**config.mk**
```make
export PLATFORM = sky130hd
export DESIGN_NAME = dispatch_nway
export DESIGN_NICKNAME = d
export VERILOG_FILES = /design/src/rtl/common_pkg.sv /design/src/rtl/dispatch_alloc.sv /design/src/rtl/dispatch_nway.sv
export SDC_FILE = /design/constraint.sdc
export NUM_CORES = 1
export LEC_CHECK = 0
export CAP_MARGIN = 30
export CORE_MARGIN = 2
export CORE_UTILIZATION = 37
export CTS_BUF_LIST = sky130_fd_sc_hd__clkbuf_8
export CTS_CLUSTER_DIAMETER = 50
export DETAILED_ROUTE_END_ITERATION = 6
export GPL_ROUTABILITY_DRIVEN = 0
export GPL_TIMING_DRIVEN = 0
export PLACE_DENSITY = 0.84
export SYNTH_ARGS = -nofsm -noshare
export SYNTH_HDL_FRONTEND = slang
export SYNTH_HIERARCHICAL = 1
export SYNTH_SLANG_ARGS = --single-unit
```
**constraint.sdc**
```tcl
create_clock -name clk -period 9.1 [get_ports clk]
set_input_delay 2.275 -clock clk [delete_from_list [all_inputs] [get_ports clk]]
set_output_delay 2.275 -clock clk [all_outputs]
set_load 0.01 [all_outputs]
```
**src/rtl/common_pkg.sv**
```systemverilog
// Shared pipeline types and widths: instruction payload, control bits and sizing constants.
package common;

  localparam int unsigned ROB_WIDTH      = 4;
  localparam int unsigned PRF_WIDTH      = 6;
  localparam int unsigned DISPATCH_WIDTH = 2;

  typedef struct packed {
    logic is_valid;
    logic mem_read;
    logic mem_write;
    logic reg_write;
  } control_type;

  typedef struct packed {
    control_type          control;
    logic [PRF_WIDTH-1:0] T;
    logic [PRF_WIDTH-1:0] T_old;
    logic [PRF_WIDTH-1:0] prf_rs1;
    logic [PRF_WIDTH-1:0] prf_rs2;
  } ir_is_type;

  function automatic logic is_mem_op(control_type c);
    return c.mem_read | c.mem_write;
  endfunction

endpackage

```
**src/rtl/dispatch_alloc.sv**
```systemverilog
// In-order prefix allocation: picks the dispatching lanes against ROB/ISQ credits and
// assigns consecutive ROB ids starting at rob_tail.
module dispatch_alloc
  import common::*;
#(
  parameter int unsigned DW     = DISPATCH_WIDTH,
  parameter int unsigned LEFT_W = 4
) (
  input  logic [DW-1:0]              pend,
  input  logic [DW-1:0]              is_mem,
  input  logic [LEFT_W-1:0]          rob_left,
  input  logic [LEFT_W-1:0]          intisq_left,
  input  logic [LEFT_W-1:0]          memisq_left,
  input  logic [ROB_WIDTH:0]         rob_tail,
  output logic [DW-1:0]              disp,
  output logic [DW-1:0][ROB_WIDTH:0] robid
);

  // Counters hold up to DW (<= 8) and must compare against any LEFT_W value.
  localparam int unsigned CW = LEFT_W + 4;

  logic [CW-1:0] n_rob, n_int, n_mem;
  logic          blocked;

  always_comb begin
    disp    = '0;
    robid   = '0;
    n_rob   = '0;
    n_int   = '0;
    n_mem   = '0;
    blocked = 1'b0;
    for (int i = 0; i < DW; i++) begin
      robid[i] = rob_tail + (ROB_WIDTH + 1)'(n_rob);
      if (pend[i] && !blocked) begin
        if ((n_rob + CW'(1) <= CW'(rob_left)) &&
            (is_mem[i] ? (n_mem + CW'(1) <= CW'(memisq_left))
                       : (n_int + CW'(1) <= CW'(intisq_left)))) begin
          disp[i] = 1'b1;
          n_rob   = n_rob + CW'(1);
          if (is_mem[i]) n_mem = n_mem + CW'(1);
          else           n_int = n_int + CW'(1);
        end else begin
          // First shortfall stops every younger lane to keep dispatch in order.
          blocked = 1'b1;
        end
      end
    end
  end

endmodule

```
**src/rtl/dispatch_nway.sv**
```systemverilog
// N-wide dispatch stage holding one renamed group; optional stall/partial counters
// are enabled with macro DISPATCH_STATS_EN.
module dispatch_nway
  import common::*;
#(
  parameter int unsigned DW     = DISPATCH_WIDTH,
  parameter int unsigned LEFT_W = 4
) (
  input  logic                          clk,
  input  logic                          reset,
  input  logic                          in_valid,
  output logic                          in_ready,
  input  ir_is_type [DW-1:0]            in_ir,
  input  logic [LEFT_W-1:0]             rob_left,
  input  logic [LEFT_W-1:0]             intisq_left,
  input  logic [LEFT_W-1:0]             memisq_left,
  input  logic [ROB_WIDTH:0]            rob_tail,
  output logic [DW-1:0][PRF_WIDTH-1:0]  src1_tag,
  output logic [DW-1:0][PRF_WIDTH-1:0]  src2_tag,
  input  logic [DW-1:0]                 src1_busy,
  input  logic [DW-1:0]                 src2_busy,
  output logic [DW-1:0]                 disp_valid_rob,
  output logic [DW-1:0]                 disp_valid_intisq,
  output logic [DW-1:0]                 disp_valid_memisq,
  output ir_is_type [DW-1:0]            disp_ir,
  output logic [DW-1:0][ROB_WIDTH:0]    disp_robid,
  output logic [DW-1:0]                 disp_src1_busy,
  output logic [DW-1:0]                 disp_src2_busy,
`ifdef DISPATCH_STATS_EN
  output logic [31:0]                   stall_cycles,
  output logic [31:0]                   partial_cycles,
`endif
  input  logic                          flush_valid
);

  ir_is_type [DW-1:0] grp_ir_q;
  logic [DW-1:0]      grp_pend_q;
  logic [DW-1:0]      pend_eff, is_mem, disp, load_pend;
  logic               accept;

  always_comb begin
    for (int i = 0; i < DW; i++) begin
      is_mem[i]    = is_mem_op(grp_ir_q[i].control);
      src1_tag[i]  = grp_ir_q[i].prf_rs1;
      src2_tag[i]  = grp_ir_q[i].prf_rs2;
      load_pend[i] = in_ir[i].control.is_valid;
    end
  end

  // Flush suppresses allocation entirely so no strobe can leak out that cycle.
  assign pend_eff = flush_valid ? '0 : grp_pend_q;

  dispatch_alloc #(
    .DW    (DW),
    .LEFT_W(LEFT_W)
  ) u_alloc (
    .pend       (pend_eff),
    .is_mem     (is_mem),
    .rob_left   (rob_left),
    .intisq_left(intisq_left),
    .memisq_left(memisq_left),
    .rob_tail   (rob_tail),
    .disp       (disp),
    .robid      (disp_robid)
  );

  assign disp_valid_rob    = disp;
  assign disp_valid_intisq = disp & ~is_mem;
  assign disp_valid_memisq = disp & is_mem;
  assign disp_ir           = grp_ir_q;
  assign disp_src1_busy    = src1_busy;
  assign disp_src2_busy    = src2_busy;

  assign in_ready = ~flush_valid & ~|(grp_pend_q & ~disp);
  assign accept   = in_valid & in_ready;

  always_ff @(posedge clk or posedge reset) begin
    if (reset) begin
      grp_pend_q <= '0;
    end else if (flush_valid) begin
      grp_pend_q <= '0;
    end else if (accept) begin
      grp_pend_q <= load_pend;
    end else begin
      grp_pend_q <= grp_pend_q & ~disp;
    end
  end

  always_ff @(posedge clk) begin
    if (accept) grp_ir_q <= in_ir;
  end

`ifdef DISPATCH_STATS_EN
  logic stall_ev, partial_ev;
  assign stall_ev   = |grp_pend_q & ~|disp;
  assign partial_ev = |disp & |(grp_pend_q & ~disp);

  always_ff @(posedge clk or posedge reset) begin
    if (reset) begin
      stall_cycles   <= '0;
      partial_cycles <= '0;
    end else if (flush_valid) begin
      stall_cycles   <= '0;
      partial_cycles <= '0;
    end else begin
      if (stall_ev && (stall_cycles != '1))     stall_cycles   <= stall_cycles + 32'd1;
      if (partial_ev && (partial_cycles != '1)) partial_cycles <= partial_cycles + 32'd1;
    end
  end
`endif

endmodule

```
After elaboration in Yosys (flattened, before gate mapping)
Index checks and enable logic that the tools add are counted.
{ "classes": {"addsub": 4, "order_cmp": 6, "mux": 19, "bitwise": 10, "n_reduce_logical": 6} }
{ "op_table": {"columns": ["operator", "n"], "rows": [
  ["two-way mux 8 bit", 5],
  ["adder 8 x 1 -> 8 bit, second input constant", 3],
  ["less-or-equal comparator 8 x 4 -> 1 bit", 3],
  ["less-or-equal comparator 1 x 4 -> 1 bit, first input constant", 3],
  ["two-way mux 1 bit", 11],
  ["AND 2 bit", 3],
  ["two-way mux 2 bit", 3],
  ["adder 5 bit", 1],
  ["NOT 2 bit", 2],
  ["logical AND 1 bit", 3],
  ["AND 1 bit", 2],
  ["logical NOT 1 bit", 2],
  ["bitwise OR 1 bit", 2],
  ["OR reduction 2 bit", 1],
  ["NOT 1 bit", 1]
]} }
{ "word_totals": {"regBits": 58, "inputBits": 81, "out_inout_bits": 101, "wordCells": 62} }

Logic depth before layout (Yosys ltp)
{ "logic_depth": {"ltp_word": 19, "depth_mapped": 13, "ltp_nobuf": 13} }

Modules after synthesis
The synthesis kept the hierarchy.
{ "modules_own_cells": {"columns": ["module", "n_inst", "cells_per_inst", "area_per_inst_um2", "seq_area_each_um2"], "rows": [
  ["dispatch_nway", 1, 105, 2060.7, 1731.7],
  ["dispatch_alloc", 1, 42, 321.6, 0.0]
]} }

Least setup slack after synthesis
Ideal clock, no wire load.
{ "synth_path": {"kind": "input port to output port", "startpoint": "input port rob_left[3]", "endpoint": "output port in_ready", "arrival_time_ps": 4549, "required_ps": 6825, "path_slack_ps": 2276, "stages": 10, "path_buffers": 0, "path_cell_list": "or4_4 -> and4_4 -> and2_4 -> ha_1 -> nor2b_1 -> o211ai_1 -> o2111ai_1 -> a21oi_1 -> inv_1 -> a211oi_2"} }
{ "synth_between": {"word_cells_on_any_way": 29, "classes_between": "add/sub: 3; order compare: 4; mux: 13; bitwise: 3; reduce/logical: 6"} }
{ "synth_lines": {"columns": ["item", "line_no", "rtl"], "rows": [
  ["start: declaration", "dispatch_nway.sv:14", "input logic [LEFT_W-1:0] rob_left,"],
  ["less-or-equal comparator 1 x 4 -> 1 bit", "dispatch_alloc.sv:35", "if ((n_rob + CW'(1) <= CW'(rob_left)) &&"],
  ["logical AND 1 bit", "dispatch_alloc.sv:35", null],
  ["two-way mux 1 bit", "dispatch_alloc.sv:35", null],
  ["two-way mux 1 bit", "dispatch_alloc.sv:34", "if (pend[i] && !blocked) begin"],
  ["net disp_valid_rob[0]", "dispatch_nway.sv:22", "output logic [DW-1:0] disp_valid_rob,"],
  ["NOT 2 bit", "dispatch_nway.sv:74", "assign in_ready = ~flush_valid & ~|(grp_pend_q & ~disp);"],
  ["AND 2 bit", "dispatch_nway.sv:74", null],
  ["OR reduction 2 bit", "dispatch_nway.sv:74", null],
  ["logical NOT 1 bit", "dispatch_nway.sv:74", null],
  ["AND 1 bit", "dispatch_nway.sv:74", null],
  ["end: declaration", "dispatch_nway.sv:12", "output logic in_ready,"]
]} }
The timed path passes the listed nets, and every way through them passes these cells.

Worst setup path in the final report
{ "layout_path": {"startpoint": "input port rob_left[0]", "endpoint": "output port in_ready"} }
{ "layout_between": {"elab_chain_len": 15, "word_cells_on_any_way": 29, "classes_between": "add/sub: 3; order compare: 4; mux: 13; bitwise: 3; reduce/logical: 6"} }
{ "layout_rtl": {"columns": ["item", "line_no", "rtl"], "rows": [
  ["less-or-equal comparator 1 x 4 -> 1 bit", "dispatch_alloc.sv:35", null],
  ["logical AND 1 bit", "dispatch_alloc.sv:35", null],
  ["two-way mux 8 bit", "dispatch_alloc.sv:35", null],
  ["two-way mux 8 bit", "dispatch_alloc.sv:34", null],
  ["adder 8 x 1 -> 8 bit (on tied branches)", "dispatch_alloc.sv:37, dispatch_alloc.sv:36", null],
  ["less-or-equal comparator 8 x 4 -> 1 bit (on tied branches)", "dispatch_alloc.sv:37, dispatch_alloc.sv:36", null],
  ["two-way mux 1 bit", "dispatch_alloc.sv:36", "(is_mem[i] ? (n_mem + CW'(1) <= CW'(memisq_left))"],
  ["logical AND 1 bit", "dispatch_alloc.sv:35", null],
  ["two-way mux 1 bit", "dispatch_alloc.sv:35", null],
  ["two-way mux 1 bit", "dispatch_alloc.sv:34", null],
  ["NOT 2 bit *", "dispatch_nway.sv:74", null],
  ["AND 2 bit *", "dispatch_nway.sv:74", null],
  ["OR reduction 2 bit *", "dispatch_nway.sv:74", null],
  ["logical NOT 1 bit *", "dispatch_nway.sv:74", null],
  ["AND 1 bit *", "dispatch_nway.sv:74", null]
]} }
Every way passes the cells marked *; elsewhere a longest branch is shown, timed or not.

==> impl_results.md <==
- Post-Synth XOR/XNOR Area: under 10%
- Ys Warns: 6
- Hold Path Class: register to register
- Synthesized area: between 2000 and 2500 um2
- Arrival time worst endpoint: between 5 and 6 ns
- Max-slew violations: 0
- CTS tree: built
- Slew margin rel.: between 50% and 60%
- Total CTS buffers: 9
- Synth area leader: edfxtp_1
- Vias: roughly 1800
- Skew final: just under 0.009 ns
- Simple-gate area share of the yosys netlist: 7.616%
- Seq/Total Area, Yosys: between 70 and 80%
- NetSw: approximately 0.15 mW
- Seq cells post-synth: slightly below 60
- Comb power frac: between 10% and 20%
- Post-synth top area share: 70.59%
- Clock share of power: 34.7%
- Remaining DRCs: 0
- TNS Setup: 0 ns
- Sw frac: 22.20%
- Num ports: between 150 and 200
- Minimum clock period: slightly below 8 ns
- Hold_buf cts: 0
- First-pass GRT wire length: about 9400 um
- Compound-Gate Fraction of Synth Area: 3.046%
- Multi-input gate area: roughly 380 um2
- CORE AREA: about 6300 um2
- Register share of total power: a little under half
- # diodes: 0
- Max Cap Viol: 0
- Sequential cell area: around 1700 um2
- Detailed Route Iter0 Violations: 63
- Final Hold Viols: 0
- Syn Inst Count: 147
- CP Launch Type: input port
- Nets: 425
- Reg2reg start: disp_ir[25]$_DFFE_PP_
- Vias per inst: around 4.4
- VDD IR-drop max: between 0.0001 and 0.00015 V
- Synth area leaders: edfxtp_1, buf_4, ha_1
- Vias in the first global route: 1954
- Max clock buf depth: 2
- Critical path peak fanout: 9
- CTS H-Tree Depth: 3
- GR Util All Layers: between 15 and 20%
- Initial antenna violation count: 0
- Detailed Route WL: roughly 6100 um
- Status: completed
- Final HPWL DP: 5019 um
- Largest family of logic cells by synthesized area: buffers and inverters
- Mean Syn Cell Area: between 15 and 20 um2
- CTS Root Cell: clkbuf_8
- Post-CTS setup buffers: 0
- Post_cts resized: 0
- Leakage: between 1.5 and 2 nW
- Total grt overflow: 0
- Rows: 29
- Worst-path clk slew: roughly 0.060 ns
- Critical Path Sink Type: output port
- Synth Net Count: 236
- Share of layout cells above drive strength 1: 17.01%
- Mux contribution to synthesized area: 0%
- Actual slew at the worst max-slew pin: around 0.63 ns
- Effective utilization at floorplan: approximately 38%
- Port Buffers: approximately 180
- Crit path kind: input port to output port
- Adder-cell share of the synthesized area: between 4 and 5%
- DIE AREA: between 7000 and 8000 um2
- Worst hold slack: 0.6133 ns
- Crit path launch: rob_left[0]
- Pin count of the biggest net entering global routing: 31
- Max Freq: 128.1 MHz
- Die height: 84.24 um
- Worst path required time: approximately 7 ns
- Int Pwr: around 0.5 mW
- Pwr Density: about 150 nW/um2
- Final period utilization: between 80% and 90%
- Area growth from synthesis to final layout: 87.39%
- DR WL/cell: 14.64 um
- Hold Path Origin: grp_pend_q[1]$_DFF_PP0_
- TritonRoute pass-1 iters: 4
- Post-synthesis cell type count: 29
- CTS Sinks: just under 60
- Antenna-violating nets left: 0
- Final setup fails: 0
- Fillers: approximately 440
- Filler-free cell count of the finished design: between 400 and 500
- Placed cell count: 402
- Clk_lat worst skew: 0.33 ns
- Setup repair after global routing missed its margin: false
- Final core occ: roughly 70%
- Die W: ~84 um
## cell type report
cell class	count	share of cell area, %
timing repair buffer	178	40.13
clock buffer	9	2.775
multi-input combinational	50	8.548
inverter	6	0.5045
clock inverter	7	1.541
sequential	58	38.79
buffer	33	5.549
tap	77	2.158
## layer usage
| layer | track usage, % | part of all wire (%) | wire length, um |
|---|---|---|---|
| met1 | 17.05 | 34 | 2093 |
| met2 | 31.02 | 52 | 3211 |
| met3 | 9.243 | 12 | 759 |
| met4 | 7.038 | 0.90 | 55 |
| met5 | 0 | 0 | 0 |
## cell families after synthesis
group	after synthesis
buffers and inverters	39
AND/OR/NAND/NOR	29
flip-flops	58
adder cells (fa/ha/maj)	8
XOR/XNOR	3
AO/OA/AOI/OAI	10
## cell usage after synthesis
| cell type | n |
|---|---|
| a211oi_1 | 2 |
| a211oi_2 | 1 |
| a21oi_1 | 2 |
| a31oi_1 | 1 |
| and2_1 | 2 |
| and2_2 | 1 |
| and2_4 | 1 |
| and4_4 | 1 |
| buf_4 | 33 |
| dfrtp_1 | 2 |
| edfxtp_1 | 56 |
| ha_1 | 8 |
| inv_1 | 6 |
| nand2_1 | 3 |
| nand2b_1 | 1 |
| nand3_1 | 3 |
| nand3b_1 | 1 |
| nor2_1 | 4 |
| nor2b_1 | 6 |
| nor2b_4 | 1 |
| nor3_1 | 1 |
| nor4_1 | 1 |
| o2111ai_1 | 1 |
| o211ai_1 | 2 |
| o21ai_0 | 1 |
| or2_2 | 2 |
| or4_4 | 1 |
| xnor2_1 | 2 |
| xor2_1 | 1 |
## final timing paths
| check | end | slack, ns | depth (start not counted) |
|---|---|---|---|
| worst max-delay path | in_ready | 1.29 | 12 |
| worst min-delay path | grp_pend_q[1]$_DFF_PP0_ | 0.61 | 2 |
| worst max register to register | disp_ir[31]$_DFFE_PP_ | 5.16 | 14 |
| worst min register to register | grp_pend_q[1]$_DFF_PP0_ | 0.61 | 2 |
| max in group asynchronous | grp_pend_q[1]$_DFF_PP0_ | 6.87 | 2 |
| min in group asynchronous | grp_pend_q[0]$_DFF_PP0_ | 2.12 | 2 |
## stage by stage
| stage | worst slack [ns] | power (mW) | cell area, um2 |
|---|---|---|---|
| after floorplan | 2.276 | 0.3550 | 2382 |
| after global placement | 1.329 | 0.4318 | 4250 |
| after detailed placement | 1.291 | 0.4356 | 4272 |
| after CTS | 1.279 | 0.6642 | 4464 |
| after global routing | 1.048 | 0.6858 | 4464 |
| final | 1.295 | 0.6562 | 4464 |
## placed cells by master (no fill, tap or decap), types with 2 or more instances in the layout
| master | n |
|---|---|
| edfxtp_1 | 56 |
| clkbuf_8 | 9 |
| clkinv_2 | 2 |
| clkdlybuf4s50_1 | 177 |
| nor2_1 | 4 |
| buf_4 | 33 |
| and2_2 | 2 |
| xnor2_1 | 2 |
| a21oi_1 | 2 |
| ha_1 | 8 |
| dfrtp_1 | 2 |
| inv_1 | 6 |
| o211ai_1 | 2 |
| nand3_1 | 3 |
| nor2b_1 | 6 |
| nand2_1 | 3 |
| a211oi_1 | 2 |
| or2_2 | 2 |
## power by group through the flow
| stage | clock [mW] | sequential [mW] | combinational (mW) |
|---|---|---|---|
| after floorplan | 0 | 0.325 | 0.0295 |
| after global placement | 0 | 0.319 | 0.112 |
| after detailed placement | 0 | 0.319 | 0.116 |
| after CTS | 0.234 | 0.314 | 0.117 |
| after global routing | 0.249 | 0.315 | 0.122 |
| final | 0.228 | 0.314 | 0.115 |
## flip-flops by register name (all words and copies together), names as in the netlist
signal / flops
disp_ir: 56
grp_pend_q: 2
## worst max-delay path, cell delays in order
cell             delay, ns
clkdlybuf4s50_1       0.44
or4_4                 0.52
and4_4                0.26
and2_4                0.17
ha_1                  0.28
nor2b_1               0.14
o211ai_1              0.17
o2111ai_1             0.13
a21oi_1               0.25
inv_1                 0.11
a211oi_2              0.22
clkdlybuf4s50_1       0.57
Note: power is estimated with default switching activity, not from simulation.
